<file path="src/rtl/ysyx_23060061_delay_pkg.sv">
// ysyx_23060061_delay_pkg: shared encodings for the delay injector
// Contents:
//   DLY_OFF / DLY_FIXED / DLY_RANDOM  cfg_mode encodings (value 3 is reserved and behaves as OFF)
//   ch_state_e                        per-channel FSM state encoding
package ysyx_23060061_delay_pkg;

    localparam logic [1:0] DLY_OFF    = 2'd0;
    localparam logic [1:0] DLY_FIXED  = 2'd1;
    localparam logic [1:0] DLY_RANDOM = 2'd2;

    typedef enum logic [1:0] {
        CH_IDLE = 2'd0,
        CH_WAIT = 2'd1,
        CH_OPEN = 2'd2
    } ch_state_e;

endpackage

</file>
<file path="src/rtl/ysyx_23060061_lfsr_galois.sv">
// ysyx_23060061_lfsr_galois: free-running right-shifting Galois LFSR
// Ports:
//   clk  clock, rising edge
//   rst  synchronous active-high reset, loads SEED (an all-zero SEED loads 1)
//   q    current LFSR state, advances every non-reset cycle
module ysyx_23060061_lfsr_galois #(
    parameter int              W    = 16,
    parameter logic [W-1:0]    TAPS = 16'hB400,
    parameter logic [W-1:0]    SEED = 16'hACE1
) (
    input  logic         clk,
    input  logic         rst,
    output logic [W-1:0] q
);

    // The all-zero state is a lock-up state for an XOR LFSR.
    localparam logic [W-1:0] SEED_NZ = (SEED == '0) ? W'(1) : SEED;

    logic [W-1:0] r_q;

    always_ff @(posedge clk) begin
        r_q <= rst ? SEED_NZ : (r_q >> 1) ^ (r_q[0] ? TAPS : '0);
    end

    assign q = r_q;

endmodule

</file>
<file path="src/rtl/ysyx_23060061_delay_injector.sv">
// ysyx_23060061_delay_injector: multi-channel valid/ready latency injector with fixed or LFSR-random delays
// Ports:
//   clk, rst               clock and synchronous active-high reset
//   cfg_mode               0 OFF, 1 FIXED, 2 RANDOM, 3 reserved (OFF)
//   cfg_fixed              delay used in FIXED mode
//   cfg_min, cfg_mask      RANDOM delay = min(cfg_min + (r_i & cfg_mask), max), saturating
//   in_valid / in_ready    upstream handshake, one bit per channel
//   out_valid / out_ready  downstream handshake, one bit per channel
//   lfsr_q                 shared LFSR state for scoreboards
module ysyx_23060061_delay_injector
    import ysyx_23060061_delay_pkg::*;
#(
    parameter int                NCH    = 2,
    parameter int                DLY_W  = 8,
    parameter int                LFSR_W = 16,
    parameter logic [LFSR_W-1:0] TAPS   = 16'hB400,
    parameter logic [LFSR_W-1:0] SEED   = 16'hACE1
) (
    input  logic              clk,
    input  logic              rst,
    input  logic [1:0]        cfg_mode,
    input  logic [DLY_W-1:0]  cfg_fixed,
    input  logic [DLY_W-1:0]  cfg_min,
    input  logic [DLY_W-1:0]  cfg_mask,
    input  logic [NCH-1:0]    in_valid,
    output logic [NCH-1:0]    in_ready,
    output logic [NCH-1:0]    out_valid,
    input  logic [NCH-1:0]    out_ready,
    output logic [LFSR_W-1:0] lfsr_q
);

    ysyx_23060061_lfsr_galois #(
        .W    (LFSR_W),
        .TAPS (TAPS),
        .SEED (SEED)
    ) u_lfsr (
        .clk (clk),
        .rst (rst),
        .q   (lfsr_q)
    );

    for (genvar i = 0; i < NCH; i++) begin : g_ch
        // Each channel views the LFSR through a different rotation so that
        // simultaneous arrivals do not draw identical delays.
        localparam int SH = (5 * i) % LFSR_W;

        ch_state_e        r_state;
        ch_state_e        w_next;
        logic [DLY_W-1:0] r_cnt;
        logic [DLY_W-1:0] r_dly;
        logic [DLY_W-1:0] w_r;
        logic [DLY_W-1:0] w_d;
        logic [DLY_W:0]   w_sum;
        logic             w_gate;
        logic             w_xfer;

        for (genvar b = 0; b < DLY_W; b++) begin : g_r
            assign w_r[b] = lfsr_q[(b + SH) % LFSR_W];
        end

        // Delay for an arrival in this cycle; the sum has a carry bit so it saturates instead of wrapping.
        always_comb begin
            w_sum = {1'b0, cfg_min} + {1'b0, w_r & cfg_mask};
            w_d   = (cfg_mode == DLY_OFF)    ? '0 :
                    (cfg_mode == DLY_FIXED)  ? cfg_fixed :
                    (cfg_mode == DLY_RANDOM) ? (w_sum[DLY_W] ? '1 : w_sum[DLY_W-1:0]) : '0;
        end

        always_ff @(posedge clk) begin
            if (rst) begin
                r_state <= CH_IDLE;
                r_cnt   <= '0;
                r_dly   <= '0;
            end else begin
                r_state <= w_next;
                if (r_state == CH_IDLE && w_next == CH_WAIT) begin
                    r_cnt <= DLY_W'(1);
                    r_dly <= w_d;
                end else if (r_state == CH_WAIT && r_cnt != r_dly) begin
                    r_cnt <= r_cnt + 1'b1;
                end
            end
        end

        // A stalled open channel parks in OPEN; a dropped valid always aborts back to IDLE.
        always_comb begin
            w_next = (!in_valid[i] || w_xfer) ? CH_IDLE :
                     w_gate                   ? CH_OPEN :
                     (r_state == CH_IDLE)     ? CH_WAIT : r_state;
        end

        // The final WAIT cycle is already open so the first beat appears exactly D cycles after arrival.
        always_comb begin
            w_gate = !rst && (((r_state == CH_IDLE) && in_valid[i] && (w_d == '0)) ||
                              ((r_state == CH_WAIT) && in_valid[i] && (r_cnt == r_dly)) ||
                              (r_state == CH_OPEN));
            w_xfer = w_gate && in_valid[i] && out_ready[i];
        end

        assign out_valid[i] = w_gate && in_valid[i];
        assign in_ready[i]  = w_gate && out_ready[i];
    end

endmodule

</file>
<file path="config.mk">
export PLATFORM = sky130hd
export DESIGN_NAME = ysyx_23060061_delay_injector
export DESIGN_NICKNAME = d
export VERILOG_FILES = /design/src/rtl/ysyx_23060061_delay_pkg.sv /design/src/rtl/ysyx_23060061_lfsr_galois.sv /design/src/rtl/ysyx_23060061_delay_injector.sv
export SDC_FILE = /design/constraint.sdc
export NUM_CORES = 1
export LEC_CHECK = 0
export BUFFER_PORTS_ARGS = -buffer_cell sky130_fd_sc_hd__buf_2
export CELL_PAD_IN_SITES_DETAIL_PLACEMENT = 1
export CELL_PAD_IN_SITES_GLOBAL_PLACEMENT = 1
export CORE_MARGIN = 10
export CORE_UTILIZATION = 30
export DETAILED_ROUTE_END_ITERATION = 16
export HOLD_SLACK_MARGIN = 0.02
export MAX_ROUTING_LAYER = met4
export PLACE_DENSITY_LB_ADDON = 0.1
export SYNTH_ARGS = -nofsm -noshare
export SYNTH_HDL_FRONTEND = slang
export SYNTH_SLANG_ARGS = --single-unit
</file>
<file path="constraint.sdc">
create_clock -name clk -period 4.5 [get_ports clk]
set_clock_uncertainty 0.1 [all_clocks]
set_input_delay 0.225 -clock clk [delete_from_list [all_inputs] [get_ports clk]]
set_output_delay 0.225 -clock clk [all_outputs]
set_load 0.03 [all_outputs]
</file>
==> impl_metrics.tcl <==
set metrics [dict create \
    clkLatencyLatePin_ns 0.29 \
    drtIter0Drc 109 \
    comb_power_share 0.268 \
    cpPeakStageDelay_ns 0.44 \
    vias_per_cell 5.17 \
    avgSynthCellArea_um2 8.27 \
    p_sw_frac 0.322 \
    cp_common_cell "nor3b_1" \
    grt-ovfl-total 0 \
    grt_pass1_vias 3279 \
    clk_transition_reported_paths_ns 0.07 \
    status "finished, final reports clean" \
    track_usage 0.130 \
    leakagePower_nw 1.55 \
    synth_commonest_cells "52 x dfxtp_1, 32 x nand2_1, 31 x o21ai_0" \
    htreeDepth 2 \
    ys_seq_area_frac 0.305 \
    place.gp.congestion 0.790 \
    drc 0 \
    cts_resized 0 \
    ys_ff_latch 52 \
    cp_data_arrival_time_ns 3.57 \
    endpoint_kind "output pin" \
    syn-num-nets 464 \
    cts_buffer_depth 2 \
    ys_types 59 \
    start_util 0.310 \
    max_freq_ghz 0.257 \
    async_reset_ff_frac 0 \
    cts.sinks 52 \
    antenna_found_initial 0 \
    dr.pass1.iters 4 \
    final_util 0.359 \
    wl_um 10300 \
    synth-edff-count 0 \
    ios 52 \
    worst-slew-pin-transition_ns 0.892 \
    ys.flop_type "dfxtp_1" \
    fin_hold_ws_ns 0.103 \
    cts_tree "done" \
    antenna_cells 0 \
    drv_cap 0 \
    grt_pass1_wl_um 16900 \
    cts_setup_buffers 0 \
    die_w_um 127 \
    portBuffers 51 \
    fp-row-count 38 \
    clkPwrFrac 0.320 \
    worstSetupStartpointType "register" \
    rsz0062_at_grt "no" \
    path_cells "and2_1 > ha_1 > fa_1 > a211oi_2 > nor3b_1 > a311oi_1 > a41oi_1 > nor4_4 > a311oi_2 > nor3b_1 > buf_2" \
    relSlewSlack 0.404 \
    p_seq_frac 0.412 \
    root_buffer "clkbuf_16" \
    synth.most_common_cell "dfxtp_1" \
    p_int_mw 0.836 \
    min_period_over_period 0.866 \
    pre_cts_slack_ns 0.930 \
    min_path_type "input pin to register" \
    crit_required_ns 4.18 \
    ir_worst_vdd_uv 145 \
    fin_crit_ns 3.90 \
    ys_top_cells_by_area "dfxtp_1 31%, xnor2_1 6.9%, ha_1 6.6%" \
    syn_area_mm2 0.00341 \
    fin_setup_tns_ns 0 \
    path_class "register to output pin" \
    die_area_mm2 0.0160 \
    synth_area_leader_cell "dfxtp_1" \
    drive_gt1_frac 0.194 \
    synth_top_area_frac 0.305 \
    slowest_stage "nor4_4" \
    dp_hpwl_um 8290 \
    setup-violations-final 0 \
    yosys_warnings 0 \
    setup_ws_ns 0.604 \
    avgRoutedWirePerCell_um 17.1 \
    power_density_mw_per_mm2 313 \
    antenna_left 0 \
    fp.coreArea_mm2 0.0110 \
    dr_total_vias 3097 \
    nNetsFinal 510 \
    cts_buffers 5 \
    worstPathMaxFanout 8 \
    area_growth_syn_to_layout_pct 15.7 \
    die_y_um 127 \
    hold_violations 0 \
    maxSlewViolCount 0 \
    holdBufCountCts 0 \
    syn_inst 412 \
    grt_max_degree 55 \
    switching_power_mw 0.398 \
]
==> worst paths after layout <==
| kind | to | from | cells past startpoint | slack [ns] |
|---|---|---|---|---|
| worst max-delay path | in_ready[0] | u_lfsr.q[0] | 11 | 0.60 |
| worst min-delay path | g_ch[1].r_state[1] | out_ready[1] | 3 | 0.10 |
| worst max register to register | g_ch[0].r_state[1] | u_lfsr.q[0] | 10 | 1.04 |
| worst min register to register | u_lfsr.q[0] | u_lfsr.q[1] | 1 | 0.37 |
==> power groups by stage <==
stage | clock network, mW | registers, mW | logic [mW]
2_1_floorplan | 0 | 0.532 | 0.221
3_3_place_gp | 0 | 0.520 | 0.328
3_5_place_dp | 0 | 0.521 | 0.330
4_1_cts | 0.410 | 0.510 | 0.333
5_1_grt | 0.430 | 0.513 | 0.369
6_report | 0.394 | 0.509 | 0.331
==> placed cells by master (no fill, tap or decap), types with 6 or more instances in the layout <==
cell type	netlist	final
and2_1	17	17
ha_1	18	18
nor3b_1	6	6
nor2_1	23	23
xor2_1	11	11
dfxtp_1	52	52
or2_2	10	10
buf_2	1	51
nand3_1	16	16
inv_1	8	8
nor3_1	21	21
mux2i_1	6	6
o21ai_0	31	31
a21oi_1	28	28
nand4_1	6	6
xnor2_1	27	27
nor2b_1	20	20
nand2_1	32	32
==> sequential cells by signal, indices dropped and copies added (netlist names) <==
name          cells
g_ch.r_state      4
g_ch.r_cnt       16
u_lfsr.q         16
g_ch.r_dly       16
==> per-layer routing <==
metal  part of all wire  global-route usage  vias up
met5                  0                   -        -
met4              0.011              0.0308        0
met3              0.028              0.0254        9
met2               0.45               0.207       45
met1               0.51               0.167     1480
li1                   -                   -     1563
==> cells by family (layout without fill, tap and decap cells) <==
| logic type | count (synthesis) | in the layout | share of synthesized area |
|---|---|---|---|
| AO/OA/AOI/OAI | 96 | 96 | 0.179 |
| flip-flops | 52 | 52 | 0.305 |
| adder cells (fa/ha/maj) | 20 | 20 | 0.0778 |
| buffers and inverters | 21 | 68 | 0.0246 |
| AND/OR/NAND/NOR | 173 | 173 | 0.277 |
| multiplexers | 12 | 12 | 0.0385 |
| XOR/XNOR | 38 | 38 | 0.0977 |
==> cell type report <==
class	count	area, um^2
Fill cell	1346	7040
Multi-Input combinational cell	339	2280
Sequential cell	52	1040
Timing Repair Buffer	52	263
Tap cell	140	175
Clock buffer	7	143
Inverter	8	30.0
Clock inverter	1	7.51
==> critical path: cells and delay by family (launching register included) <==
family / cells / cell delay [ns]
AO/OA/AOI/OAI: 4 / 1.05
AND/OR/NAND/NOR: 4 / 0.99
adder cells (fa/ha/maj): 2 / 0.63
flip-flops: 1 / 0.37
buffers and inverters: 1 / 0.22
==> stage by stage <==
stage | power (mW) | instances | cell area (um^2)
floorplan | 0.753 | 412 | 3410
global placement | 0.848 | 591 | 3790
finish | 1.23 | 599 | 3940
detailed placement | 0.851 | 591 | 3790
CTS | 1.25 | 599 | 3940
global route | 1.31 | 599 | 3940
Note: power is estimated with default switching activity, not from simulation.
